<file path="config.mk">
export PLATFORM = sky130hd
export DESIGN_NAME = uart_packet_rx
export DESIGN_NICKNAME = d
export VERILOG_FILES = /design/src/rtl/uart_packet_rx.sv
export SDC_FILE = /design/constraint.sdc
export NUM_CORES = 1
export LEC_CHECK = 0
export BUFFER_PORTS_ARGS = -buffer_cell sky130_fd_sc_hd__buf_2
export CAP_MARGIN = 20
export CORE_AREA = 2 2 164 166
export CTS_BUF_LIST = sky130_fd_sc_hd__clkbuf_8 sky130_fd_sc_hd__clkbuf_16
export DETAILED_ROUTE_END_ITERATION = 6
export DIE_AREA = 0 0 166 168
export PLACE_DENSITY = 0.75
export RECOVER_POWER = 100
export SYNTH_ARGS = -nofsm -noshare
export SYNTH_HDL_FRONTEND = slang
export SYNTH_SLANG_ARGS = --single-unit
</file>
<file path="constraint.sdc">
create_clock -name clk -period 1.7 [get_ports clk]
set_input_delay 0.17 -clock clk [delete_from_list [all_inputs] [get_ports clk]]
set_output_delay 0.17 -clock clk [all_outputs]
set_load 0.005 [all_outputs]
</file>
<file path="src/rtl/uart_packet_rx.sv">
// UART byte-stream packet receiver: hunts for a sync byte, assembles PKT_BYTES bytes MSB-first, hands off via valid/ready.
// Optional trailing XOR checksum byte when UART_PACKET_RX_CHECKSUM_EN is defined.
module uart_packet_rx #(
  parameter int          PKT_BYTES = 22,
  parameter logic [7:0]  SYNC_BYTE = 8'hA5,
  parameter int          TIMEOUT   = 50000,
  parameter int          TO_W      = 16
) (
  input  logic                   clk,
  input  logic                   rst,
  input  logic                   rx_valid,
  input  logic [7:0]             rx_data,
  output logic [8*PKT_BYTES-1:0] pkt_data,
  output logic                   pkt_valid,
  input  logic                   pkt_ready,
  output logic                   busy,
  output logic                   overrun,
  output logic                   timeout_err,
  output logic                   chk_err
);

  localparam int W  = 8*PKT_BYTES;
  localparam int CW = $clog2(PKT_BYTES+1);

`ifdef UART_PACKET_RX_CHECKSUM_EN
  localparam int SW = W;
  typedef enum logic [1:0] {HUNT, COLLECT, CHECK} state_t;
  logic [7:0] xor_acc;
`else
  // Without CHECK the final byte is committed straight from rx_data, so the top byte is never stored.
  localparam int SW = W - 8;
  typedef enum logic [1:0] {HUNT, COLLECT} state_t;
`endif

  state_t          state;
  logic [SW-1:0]   shift;
  logic [CW-1:0]   byte_cnt;
  logic [TO_W-1:0] to_cnt;
  logic [W-1:0]    next_shift;
  logic [W-1:0]    commit_data;
  logic            last_byte;
  logic            to_expire;
  logic            do_commit;

  assign next_shift = {shift[W-9:0], rx_data};
  assign last_byte  = (byte_cnt == CW'(PKT_BYTES-1));
  assign to_expire  = (to_cnt == TO_W'(TIMEOUT-1));
  assign busy       = (state != HUNT);

`ifdef UART_PACKET_RX_CHECKSUM_EN
  assign do_commit   = (state == CHECK) && rx_valid && (rx_data == xor_acc);
  assign commit_data = shift;
`else
  assign do_commit   = (state == COLLECT) && rx_valid && last_byte;
  assign commit_data = next_shift;
  assign chk_err     = 1'b0;
`endif

  always_ff @(posedge clk) begin
    if (rst) begin
      state       <= HUNT;
      shift       <= '0;
      byte_cnt    <= '0;
      to_cnt      <= '0;
      pkt_data    <= '0;
      pkt_valid   <= 1'b0;
      overrun     <= 1'b0;
      timeout_err <= 1'b0;
`ifdef UART_PACKET_RX_CHECKSUM_EN
      chk_err     <= 1'b0;
      xor_acc     <= '0;
`endif
    end else begin
      overrun     <= 1'b0;
      timeout_err <= 1'b0;
`ifdef UART_PACKET_RX_CHECKSUM_EN
      chk_err     <= 1'b0;
`endif
      // A commit coinciding with a consumer accept replaces the held packet.
      if (do_commit) begin
        if (!pkt_valid || pkt_ready) begin
          pkt_data  <= commit_data;
          pkt_valid <= 1'b1;
        end else begin
          overrun <= 1'b1;
        end
      end else if (pkt_valid && pkt_ready) begin
        pkt_valid <= 1'b0;
      end

      case (state)
        HUNT: begin
          if (rx_valid && rx_data == SYNC_BYTE) begin
            state    <= COLLECT;
            byte_cnt <= '0;
            to_cnt   <= '0;
`ifdef UART_PACKET_RX_CHECKSUM_EN
            xor_acc  <= '0;
`endif
          end
        end
        COLLECT: begin
          if (rx_valid) begin
            shift    <= next_shift[SW-1:0];
            byte_cnt <= byte_cnt + 1'b1;
            to_cnt   <= '0;
`ifdef UART_PACKET_RX_CHECKSUM_EN
            xor_acc  <= xor_acc ^ rx_data;
            if (last_byte) state <= CHECK;
`else
            if (last_byte) state <= HUNT;
`endif
          end else if (to_expire) begin
            state       <= HUNT;
            timeout_err <= 1'b1;
            shift       <= '0;
          end else begin
            to_cnt <= to_cnt + 1'b1;
          end
        end
`ifdef UART_PACKET_RX_CHECKSUM_EN
        CHECK: begin
          if (rx_valid) begin
            state <= HUNT;
            if (rx_data != xor_acc) chk_err <= 1'b1;
          end else if (to_expire) begin
            state       <= HUNT;
            timeout_err <= 1'b1;
            shift       <= '0;
          end else begin
            to_cnt <= to_cnt + 1'b1;
          end
        end
`endif
        default: state <= HUNT;
      endcase
    end
  end

endmodule

</file>
==> reports/metrics.cfg, run 1 <==
[outcome]
status = finished, violations left
violations = negative setup slack

[timing]
finalSetupViolations = 301
period_minus_slack_ns = 1.88
drv_slew = 0
finalHoldViolations = 0
fin_skew_ns = 0.0252
finalCritPeriodShare = 1.11
rsz0062_at_grt = yes
relSlewSlack = 0.522
hold_ws_ns = 0.261
tightest_slew_ns = 0.717
fmax_mhz = 531
worst_slack_ns = -0.182

[synthesis]
yosys_warnings = 0
synth-edff-count = 0
synth_nets = 1158
synth_top_area_share = 0.565
synth.avg_cell_area_sq_um = 11.4
syn_inst = 1143
synth_area_leaders = dfxtp_1 57%, mux2i_1 14%, a32o_1 13%, nor2_1 5.3%, buf_6 2.4%
synth-main-ff-cell = dfxtp_1
syn_area_sq_um = 13100
synth_cell_types = 53
synthArstFlopShare = 0
ys_seq_elements = 369
ys_seq_area_frac = 0.565
yosys.area.top_type = dfxtp_1

[floorplan]
initial_utilization = 0.496
dieArea_sq_um = 27900
core_sq_um = 26400
dieWidth_microns = 166
ios = 193
std_cell_rows = 60
die_h_microns = 168

[route]
drc_errors = 0
num_vias = 10500
first_pass_iters = 5
drtAntennaViolNets = 0
vias_per_cell = 5.93
met2WireLength_mm = 17.7
topRoutingLayerUsed = met4
wl_per_cell_microns = 21.1
drt-initial-drc-count = 830
m1WireLength_mm = 16.4
route.met3.wl_mm = 2.31
drt-total-wl_mm = 37.3

[critical_path]
crit_path_end_kind = flip-flop
reg2reg_to = pkt_data[148]
reg2reg_from = byte_cnt[1]
crit_end = pkt_data[148]
worst-setup-path-type = flip-flop to flip-flop
cp.depth = 9
arrival_ns = 2.28
critPathMaxFanout = 7
critPathTopFamily = buffers and inverters
slowest_delay_ns = 0.32
crit_top_cell = clkbuf_16
critical-path-slowest-cell = dfxtp_2
crit_path_cell_trace = inv_2 > ha_4 > nand4b_1 > nor3b_2 > buf_4 > clkbuf_16 > clkbuf_16 > mux2i_1 > nor2_1
start_kind = flip-flop
rrSetupSlack_ns = -0.18
r2r.worst_path.cells = 9
crit_buf_inv = 4
crit_start = byte_cnt[1]
cp.required_ns = 2.10

[finish]
fillCellCount = 1963
num_antenna_cells = 0
final_nets = 1416
drive_gt1_frac = 0.226
syn_to_final_growth_pct = 31.7

[power_and_ir_drop]
power.density_nw_per_um2 = 1020
leakagePower_uw = 0.00642
ir_drop_mv = 0.870
finalPower_uw = 17600

[global_routing]
grt_max_degree = 108
antenna_found_initial = 0
grt_use_total = 0.231
grt_overflow = 0
grt_pass1_vias = 9645
grt_pass1_wl_mm = 53.3

[clocking]
cts_root_buf = clkbuf_16
cts_buffers = 38
cts_tree = yes
htreeDepth = 2
cts.sinks = 369
path_clk_slew_ns = 0.06
clock_latency_ns = 0.54
cts_buffer_depth = 3

[placement]
port_buffers = 191
dp_hpwl_mm = 19.7
gp_congestion = 0.854

[job]
cap_viol_max_count = 0

[min_path]
hold_class = input port to flip-flop

## cell families after synthesis
| kind of cell | count (synthesis) | synth area share |
|---|---|---|
| AO/OA/AOI/OAI | 213 | 0.153 |
| XOR/XNOR | 5 | 0.00335 |
| adder cells (fa/ha/maj) | 3 | 0.00287 |
| buffers and inverters | 116 | 0.0515 |
| flip-flops | 369 | 0.565 |
| multiplexers | 177 | 0.136 |
| other | 1 | 0.000287 |
| AND/OR/NAND/NOR | 259 | 0.0884 |
## synthesized netlist by cell type, types with 2 or more instances
cell type / instances
a21oi_1: 10
nand3_1: 15
and4bb_1: 2
and3_1: 4
nor4bb_1: 2
xnor2_1: 4
buf_6: 28
mux2i_1: 177
nor3_1: 4
nor4b_1: 3
nor3b_1: 2
buf_4: 3
nand4_1: 10
inv_1: 11
o211ai_1: 3
nand2b_1: 4
a32o_1: 168
ha_1: 3
buf_2: 12
and2_1: 2
o221ai_1: 4
nand2_1: 14
and4_1: 2
nor4_1: 3
a311oi_1: 3
a211oi_1: 3
o21ai_0: 7
a31oi_1: 5
clkbuf_1: 59
nor2_1: 183
or4_1: 2
dfxtp_1: 369
o22ai_1: 2
## final cells by class
type	count	area, sq um	area share
well taps	341	427	0.0248
multi-input cells	658	5140	0.299
flip-flops and latches	369	7390	0.430
clock buffers	46	1070	0.0623
inverters	12	50.0	0.00291
clock inverters	20	241	0.0140
repair buffers	322	2890	0.168
## per-stage QoR
step                      TNS, ns   util  cell area (sq um)  instances  setup slack, ns
after floorplan                 0      -              13100       1143           0.0102
after global placement      -8.72  0.551              14500       1636           -0.163
after detailed placement   -14.96  0.551              14500       1636           -0.158
after CTS                  -12.61  0.626              16500       1735          -0.0888
after global routing       -58.42  0.653              17200       1768           -0.273
final                      -31.79  0.653              17200       1768           -0.182
## per-layer routing
| metal | track usage | vias up |
|---|---|---|
| met5 | 0 | - |
| met4 | 0.0684 | 0 |
| met3 | 0.0331 | 70 |
| met2 | 0.379 | 404 |
| met1 | 0.320 | 5235 |
| li1 | - | 4781 |
## tightest hold or removal path: stages
cell and delay (ns):
buf_2 0.20, nand2b_1 0.15, buf_4 0.15, nor3_1 0.05
## how the worst min path moves through the flow
stage                     startpoint          end  slack [ns]  cells past startpoint
after detailed placement  rx_data[6]     shift[6]        0.44                      2
after CTS                   rx_valid  timeout_err        0.23                      4
after global routing        rx_valid  timeout_err        0.28                      4
after floorplan           rx_data[0]     shift[0]        0.30                      1
after global placement    rx_data[6]     shift[6]        0.43                      2
final                       rx_valid  timeout_err        0.26                      4
## cell usage in the layout, fill, tap and decap left out, types with 3 or more instances in the layout
cell type / n
a31oi_1: 5
a32o_1: 168
nand2_1: 12
o21ai_0: 7
nor3_1: 4
a211oi_1: 3
clkinv_2: 4
inv_1: 17
clkbuf_8: 7
buf_2: 103
mux2i_2: 8
nor2_1: 181
dfxtp_1: 363
mux2i_1: 167
clkbuf_1: 87
a21oi_1: 10
nor4_1: 3
buf_8: 6
o211ai_1: 3
buf_16: 16
nand3_1: 15
clkbuf_16: 61
nand4_1: 10
buf_4: 46
dlygate4sd3_1: 10
buf_6: 9
nand2b_1: 4
and3_1: 4
dfxtp_2: 6
o221ai_1: 4
bufinv_16: 5
a311oi_1: 3
xnor2_1: 4
buf_12: 20
## report_power, final
part	switching, uW	total, uW	internal [uW]
combinational	194	253	59.6
sequential	0.267	8650	8650
clock	3400	8650	5250
total	3600	17600	14000
## registers in the layout (all words and copies together), names as in the netlist
name / cells
pkt_data: 176
shift: 168
to_cnt: 16
byte_cnt: 5
overrun: 1
pkt_valid: 1
state: 1
timeout_err: 1
## timing repair
item                                    in CTS  in global routing
setup buffers                               11                  6
endpoints found under the hold margin       24                  0
cloned                                      12                 31
endpoints found under the setup margin     254                355
resized for setup                           38                 54
hold buffers                                10                  0
pin swaps                                   52                129
Note: power is estimated with default switching activity, not from simulation.
==> run 2, diff against run 1 <==
--- a/config.mk
+++ b/config.mk
@@ -7,11 +7,11 @@
 export LEC_CHECK = 0
 export BUFFER_PORTS_ARGS = -buffer_cell sky130_fd_sc_hd__buf_2
 export CAP_MARGIN = 20
-export CORE_AREA = 2 2 164 166
+export CORE_AREA = 2 2 174 176
 export CTS_BUF_LIST = sky130_fd_sc_hd__clkbuf_8 sky130_fd_sc_hd__clkbuf_16
 export DETAILED_ROUTE_END_ITERATION = 6
-export DIE_AREA = 0 0 166 168
-export PLACE_DENSITY = 0.75
+export DIE_AREA = 0 0 176 178
+export PLACE_DENSITY = 0.68
 export RECOVER_POWER = 100
 export SYNTH_ARGS = -nofsm -noshare
 export SYNTH_HDL_FRONTEND = slang
==> run 2 against run 1 <==
Clock-buffer cell count rose by 3. Critical path depth fell by 2. Non-clock buffer count fell by 29. The run still ends with negative setup slack left. Sequential power barely moved. Die area rose by 12%. Critical path type unchanged. First-iteration DRC count fell by 3.1%. Clock skew fell by 0.0060 ns. Clock power rose by 3.6%. Fmax rose by 4.0%.
==> reports/metrics.cfg, run 2 (synthesis results as in run 1) <==
[clocking]
cts_tree = yes
cts_root_buf = clkbuf_16
cts_buffer_depth = 3
path_clk_slew_ns = 0.06
cts.sinks = 369
htreeDepth = 2
clock_latency_ns = 0.53
cts_buffers = 39

[job]
cap_viol_max_count = 0

[route]
m1WireLength_mm = 16.3
drt-total-wl_mm = 35.6
first_pass_iters = 6
drt-initial-drc-count = 804
num_vias = 10100
topRoutingLayerUsed = met4
vias_per_cell = 5.65
route.met3.wl_mm = 2.03
drc_errors = 0
drtAntennaViolNets = 0
wl_per_cell_microns = 19.8
met2WireLength_mm = 16.7

[finish]
syn_to_final_growth_pct = 27.6
final_nets = 1388
multiInputGateArea_sq_um = 5060
final_cell_mix = 360 x dfxtp_1, 182 x nor2_1, 177 x mux2i_1
fillCellCount = 2518
largest_register = pkt_data
drive_gt1_frac = 0.180
finalNonFillerCells = 1792
largest_reg_flops = 176
regArea_sq_um = 7400
num_antenna_cells = 0
layout_commonest_cell = dfxtp_1
reg_top3 = pkt_data x176, shift x168, to_cnt x16
post-route-util = 0.567

[placement]
port_buffers = 191
dp_hpwl_mm = 19.7
post-place-cells = 1677
dp_slack_ns = -0.137
gp_congestion = 0.851

[global_routing]
antenna_found_initial = 0
grt_pass1_vias = 9142
grt_use_total = 0.202
grt_overflow = 0
grt_max_degree = 94
grt_pass1_wl_mm = 51.4

[critical_path]
critPathMaxFanout = 12
critPathTopFamily = simple AND/OR/NAND/NOR gates
worst-setup-path-type = flip-flop to flip-flop
start_kind = flip-flop
critical-path-slowest-cell = dfxtp_2
slowest_delay_ns = 0.35
crit_path_end_kind = flip-flop
arrival_ns = 2.21
crit_path_cell_trace = ha_4 > and4b_1 > and4_4 > o21ai_4 > clkbuf_16 > buf_16 > a32o_1
cp.required_ns = 2.10
crit_buf_inv = 2

[timing]
worst_slack_ns = -0.110
finalCritPeriodShare = 1.06
finalSetupViolations = 340
finalHoldViolations = 0
fmax_mhz = 552
drv_slew = 0
fin_setup_tns_ns = -19.09
tightest_slew_ns = 0.706
relSlewSlack = 0.529
rsz0062_at_grt = yes
period_minus_slack_ns = 1.81
fin_skew_ns = 0.0192

[power_and_ir_drop]
ir_drop_mv = 0.727
leakagePower_uw = 0.00603
finalPower_uw = 17900
power.density_nw_per_um2 = 1070

[floorplan]
dieArea_sq_um = 31300
ios = 193
die_h_microns = 178
core_sq_um = 29400
dieWidth_microns = 176
initial_utilization = 0.444
std_cell_rows = 63

[min_path]
hold_class = input port to flip-flop

[outcome]
violations = negative setup slack
status = finished, violations left

run 2: cell count changes in the layout (fill, tap and decap cells not counted), sizes merged:
| cell | delta |
|---|---|
| clkbuf | +28 |
| inv | -2 |
| buf | -54 |
| clkinvlp | +1 |
| clkinv | +2 |
run 2: stage by stage:
stage	instance area, sq um	hold WS (ns)
global route	16700	0.269
global placement	14500	0.432
floorplan	13100	0.296
CTS	16300	0.232
finish	16700	0.269
detailed placement	14500	0.436
run 2: cell type report:
class                           count  share of cell area
Multi-Input combinational cell    658               0.304
Tap cell                          390              0.0293
Timing Repair Buffer              293               0.138
Inverter                           12             0.00300
Sequential cell                   369               0.444
Clock inverter                     21              0.0152
Clock buffer                       49              0.0675
run 2: repair_timing:
action,in CTS,in global routing
endpoints found under the setup margin,324,352
hold buffers,10,0
pin swaps,61,58
resized for setup,20,18
endpoints found under the hold margin,21,0
buffers inserted,5,5
cloned,7,18
run 2: metal layers:
layer / global-route usage / vias to the layer above
met2: 0.319 / 302
li1: - / 4749
met4: 0.0572 / 0
met5: 0 / -
met1: 0.283 / 5018
met3: 0.0401 / 52
run 2: tightest hold or removal path: stages:
cell and delay, ns:
buf_2 0.14, buf_4 0.19, o211ai_1 0.16, a21oi_1 0.07
run 2: power breakdown:
group,switching (uW),internal (uW)
clock network,3500,5460
logic,190,60.5
registers,0.276,8650
total,3690,14200
run 2: worst paths after layout:
path | startpoint | endpoint | slack, ns | depth (start not counted)
max | to_cnt[0] | shift[35] | -0.11 | 7
min | rx_valid | byte_cnt[1] | 0.27 | 4
max reg2reg | to_cnt[0] | shift[35] | -0.11 | 7
min reg2reg | shift[96] | shift[104] | 0.49 | 1
==> run 3, diff against run 2 <==
--- a/config.mk
+++ b/config.mk
@@ -5,12 +5,13 @@
 export SDC_FILE = /design/constraint.sdc
 export NUM_CORES = 1
 export LEC_CHECK = 0
+export ABC_AREA = 1
 export BUFFER_PORTS_ARGS = -buffer_cell sky130_fd_sc_hd__buf_2
 export CAP_MARGIN = 20
-export CORE_AREA = 2 2 174 176
+export CORE_AREA = 2 2 179 181
 export CTS_BUF_LIST = sky130_fd_sc_hd__clkbuf_8 sky130_fd_sc_hd__clkbuf_16
 export DETAILED_ROUTE_END_ITERATION = 6
-export DIE_AREA = 0 0 176 178
+export DIE_AREA = 0 0 181 183
 export PLACE_DENSITY = 0.68
 export RECOVER_POWER = 100
 export SYNTH_ARGS = -nofsm -noshare
==> run 3 against run 2 <==
Non-clock buffer count decreased by 19. The run now ends clean. Critical path depth increased by 2. Critical endpoint is now pkt_data[60]. Combinational power increased by 42%.
==> reports/metrics.cfg, run 3 <==
[route]
drc_errors = 0
drtAntennaViolNets = 0
drt-total-wl_mm = 37.2
drt-initial-drc-count = 1019
num_vias = 12500
wl_per_cell_microns = 15.7
vias_per_cell = 5.27
first_pass_iters = 6

[finish]
final_nets = 1953
syn_to_final_growth_pct = 24.4
fillCellCount = 2905
post-route-cell-area_sq_um = 17300
layout_commonest_cell = dfxtp_1
num_antenna_cells = 0
multiInputGateArea_sq_um = 5270
final_cell_mix = 363 x dfxtp_1, 347 x a21oi_1, 232 x nand2_1
largest_register = pkt_data
finalNonFillerCells = 2371
drive_gt1_frac = 0.169
regArea_sq_um = 7400
post-route-util = 0.555
largest_reg_flops = 176
reg_top3 = pkt_data x176, shift x168, to_cnt x16

[placement]
placed_area_sq_um = 15200
gp_congestion = 0.849
port_buffers = 191
post-place-cells = 2266
dp_hpwl_mm = 21.6
dp_slack_ns = -0.0330

[synthesis]
synth.avg_cell_area_sq_um = 7.91
syn_inst = 1762
ys_seq_area_frac = 0.530
synth-edff-count = 0
synth_most_common_cell = dfxtp_1
synth_area_leaders = dfxtp_1 53%, a21oi_1 13%, nand3_1 7.3%, nand2_1 6.2%, inv_1 5.7%
synthArstFlopShare = 0
synth-main-ff-cell = dfxtp_1
ys_seq_elements = 369
yosys.area.top_type = dfxtp_1
syn_area_sq_um = 13900
synth_top_area_share = 0.530
synth_cell_types = 30
yosys_warnings = 0
synth_commonest_cells = 369 x dfxtp_1, 357 x a21oi_1, 232 x nand2_1, 210 x inv_1, 204 x nand3_1
synth_nets = 1777

[floorplan]
dieWidth_microns = 181
dieArea_sq_um = 33100
die_h_microns = 183
ios = 193
initial_utilization = 0.446
std_cell_rows = 65
core_sq_um = 31200

[global_routing]
grt_max_degree = 180
grt_overflow = 0
grt_pass1_vias = 11100
antenna_found_initial = 0
grt_use_total = 0.202
grt_pass1_wl_mm = 56.1

[clocking]
clock_latency_ns = 0.53
htreeDepth = 2
cts_buffers = 39
cts_buffer_depth = 3
path_clk_slew_ns = 0.07
cts_tree = yes
cts_root_buf = clkbuf_16
cts.sinks = 369

[min_path]
hold_class = input port to flip-flop

[timing]
period_minus_slack_ns = 1.69
fin_skew_ns = 0.0172
worst_slack_ns = 0.00721
rsz0062_at_grt = yes
finalSetupViolations = 0
tightest_slew_ns = 0.828
finalCritPeriodShare = 0.996
relSlewSlack = 0.448
drv_slew = 0
fmax_mhz = 591
finalHoldViolations = 0
hold_ws_ns = 0.0226

[critical_path]
arrival_ns = 2.10
crit_end = pkt_data[60]
cp.required_ns = 2.10
r2r.worst_path.cells = 9
reg2reg_to = pkt_data[60]
crit_start = byte_cnt[1]
crit_path_end_kind = flip-flop
start_kind = flip-flop
slowest_delay_ns = 0.33
crit_path_cell_trace = inv_2 > ha_4 > nand3_2 > nor2_4 > nand3_4 > buf_12 > clkbuf_16 > o21ai_1 > a21oi_1
rrSetupSlack_ns = 0.007
worst-setup-path-type = flip-flop to flip-flop
critical-path-slowest-cell = dfxtp_2
reg2reg_from = byte_cnt[1]
critPathMaxFanout = 12

[power_and_ir_drop]
leakagePower_uw = 0.00629
ir_drop_mv = 0.816
power.density_nw_per_um2 = 1020

[outcome]
status = completed

[job]
cap_viol_max_count = 0

-- run 3: cell types whose count changed after synthesis, moves of 139 or more --
cell / delta
inv_1: +199
a21oi_1: +347
nand3_1: +189
nand2_1: +218
nor2_1: -154
mux2i_1: -177
o21ai_0: +139
a32o_1: -168
-- run 3: how the worst min path moves through the flow --
stage | slack [ns] | cells past startpoint | to | start
after floorplan | 0.32 | 2 | shift[0] | rx_data[0]
after global placement | 0.43 | 2 | pkt_data[155] | pkt_data[155]
after detailed placement | 0.43 | 2 | pkt_data[172] | pkt_data[172]
after CTS | 0.007 | 4 | to_cnt[3] | rst
after global routing | 0.04 | 4 | to_cnt[6] | rst
final | 0.02 | 4 | to_cnt[6] | rst
-- run 3: power by group --
group,total [uW],internal [uW],switching [uW]
registers,8640,8640,0.468
clock network,8690,5130,3570
logic,355,108,247
-- run 3: area by class of cell --
| type | count | area share |
|---|---|---|
| flip-flops and latches | 369 | 0.427 |
| multi-input cells | 1041 | 0.304 |
| repair buffers | 274 | 0.117 |
| clock buffers | 44 | 0.0609 |
| inverters | 213 | 0.0466 |
| well taps | 402 | 0.0290 |
| clock inverters | 28 | 0.0162 |
-- run 3: kinds of logic after synthesis --
family	share of synthesized area
buffers and inverters	0.112
flip-flops	0.530
AND/OR/NAND/NOR	0.158
AO/OA/AOI/OAI	0.196
adder cells (fa/ha/maj)	0.00269
other	0.000269
-- run 3: critical path, delay by kind of cell, from the launching register on --
family	cells	cell delay, ns
buffers and inverters	3	0.48
and+or+nand+nor	3	0.45
DFF	1	0.33
AOI/OAI and AO/OA	2	0.20
adders and majority gates	1	0.12
-- run 3: metal layers --
layer	wire [microns]	GRT usage	vias to the layer above
li1	-	-	6181
met1	16500	0.276	5833
met2	17100	0.320	396
met3	2870	0.0518	76
met4	776	0.0517	0
met5	0	0	-
-- run 3: metrics by stage --
step                      power, uW  TNS, ns
final                         17700        0
after detailed placement       9140   -0.267
after global placement         9140        0
after global routing          18200    -2.78
after floorplan                9050        0
after CTS                     17800   -0.109
-- run 3: timing repair --
action / CTS / global route
resized for setup: 20 / 152
pin swaps: 0 / 10
hold buffers: 8 / 0
hold endpoints to repair: 15 / 0
buffers inserted: 0 / 10
gates cloned: 1 / 14
setup endpoints to repair: 43 / 286
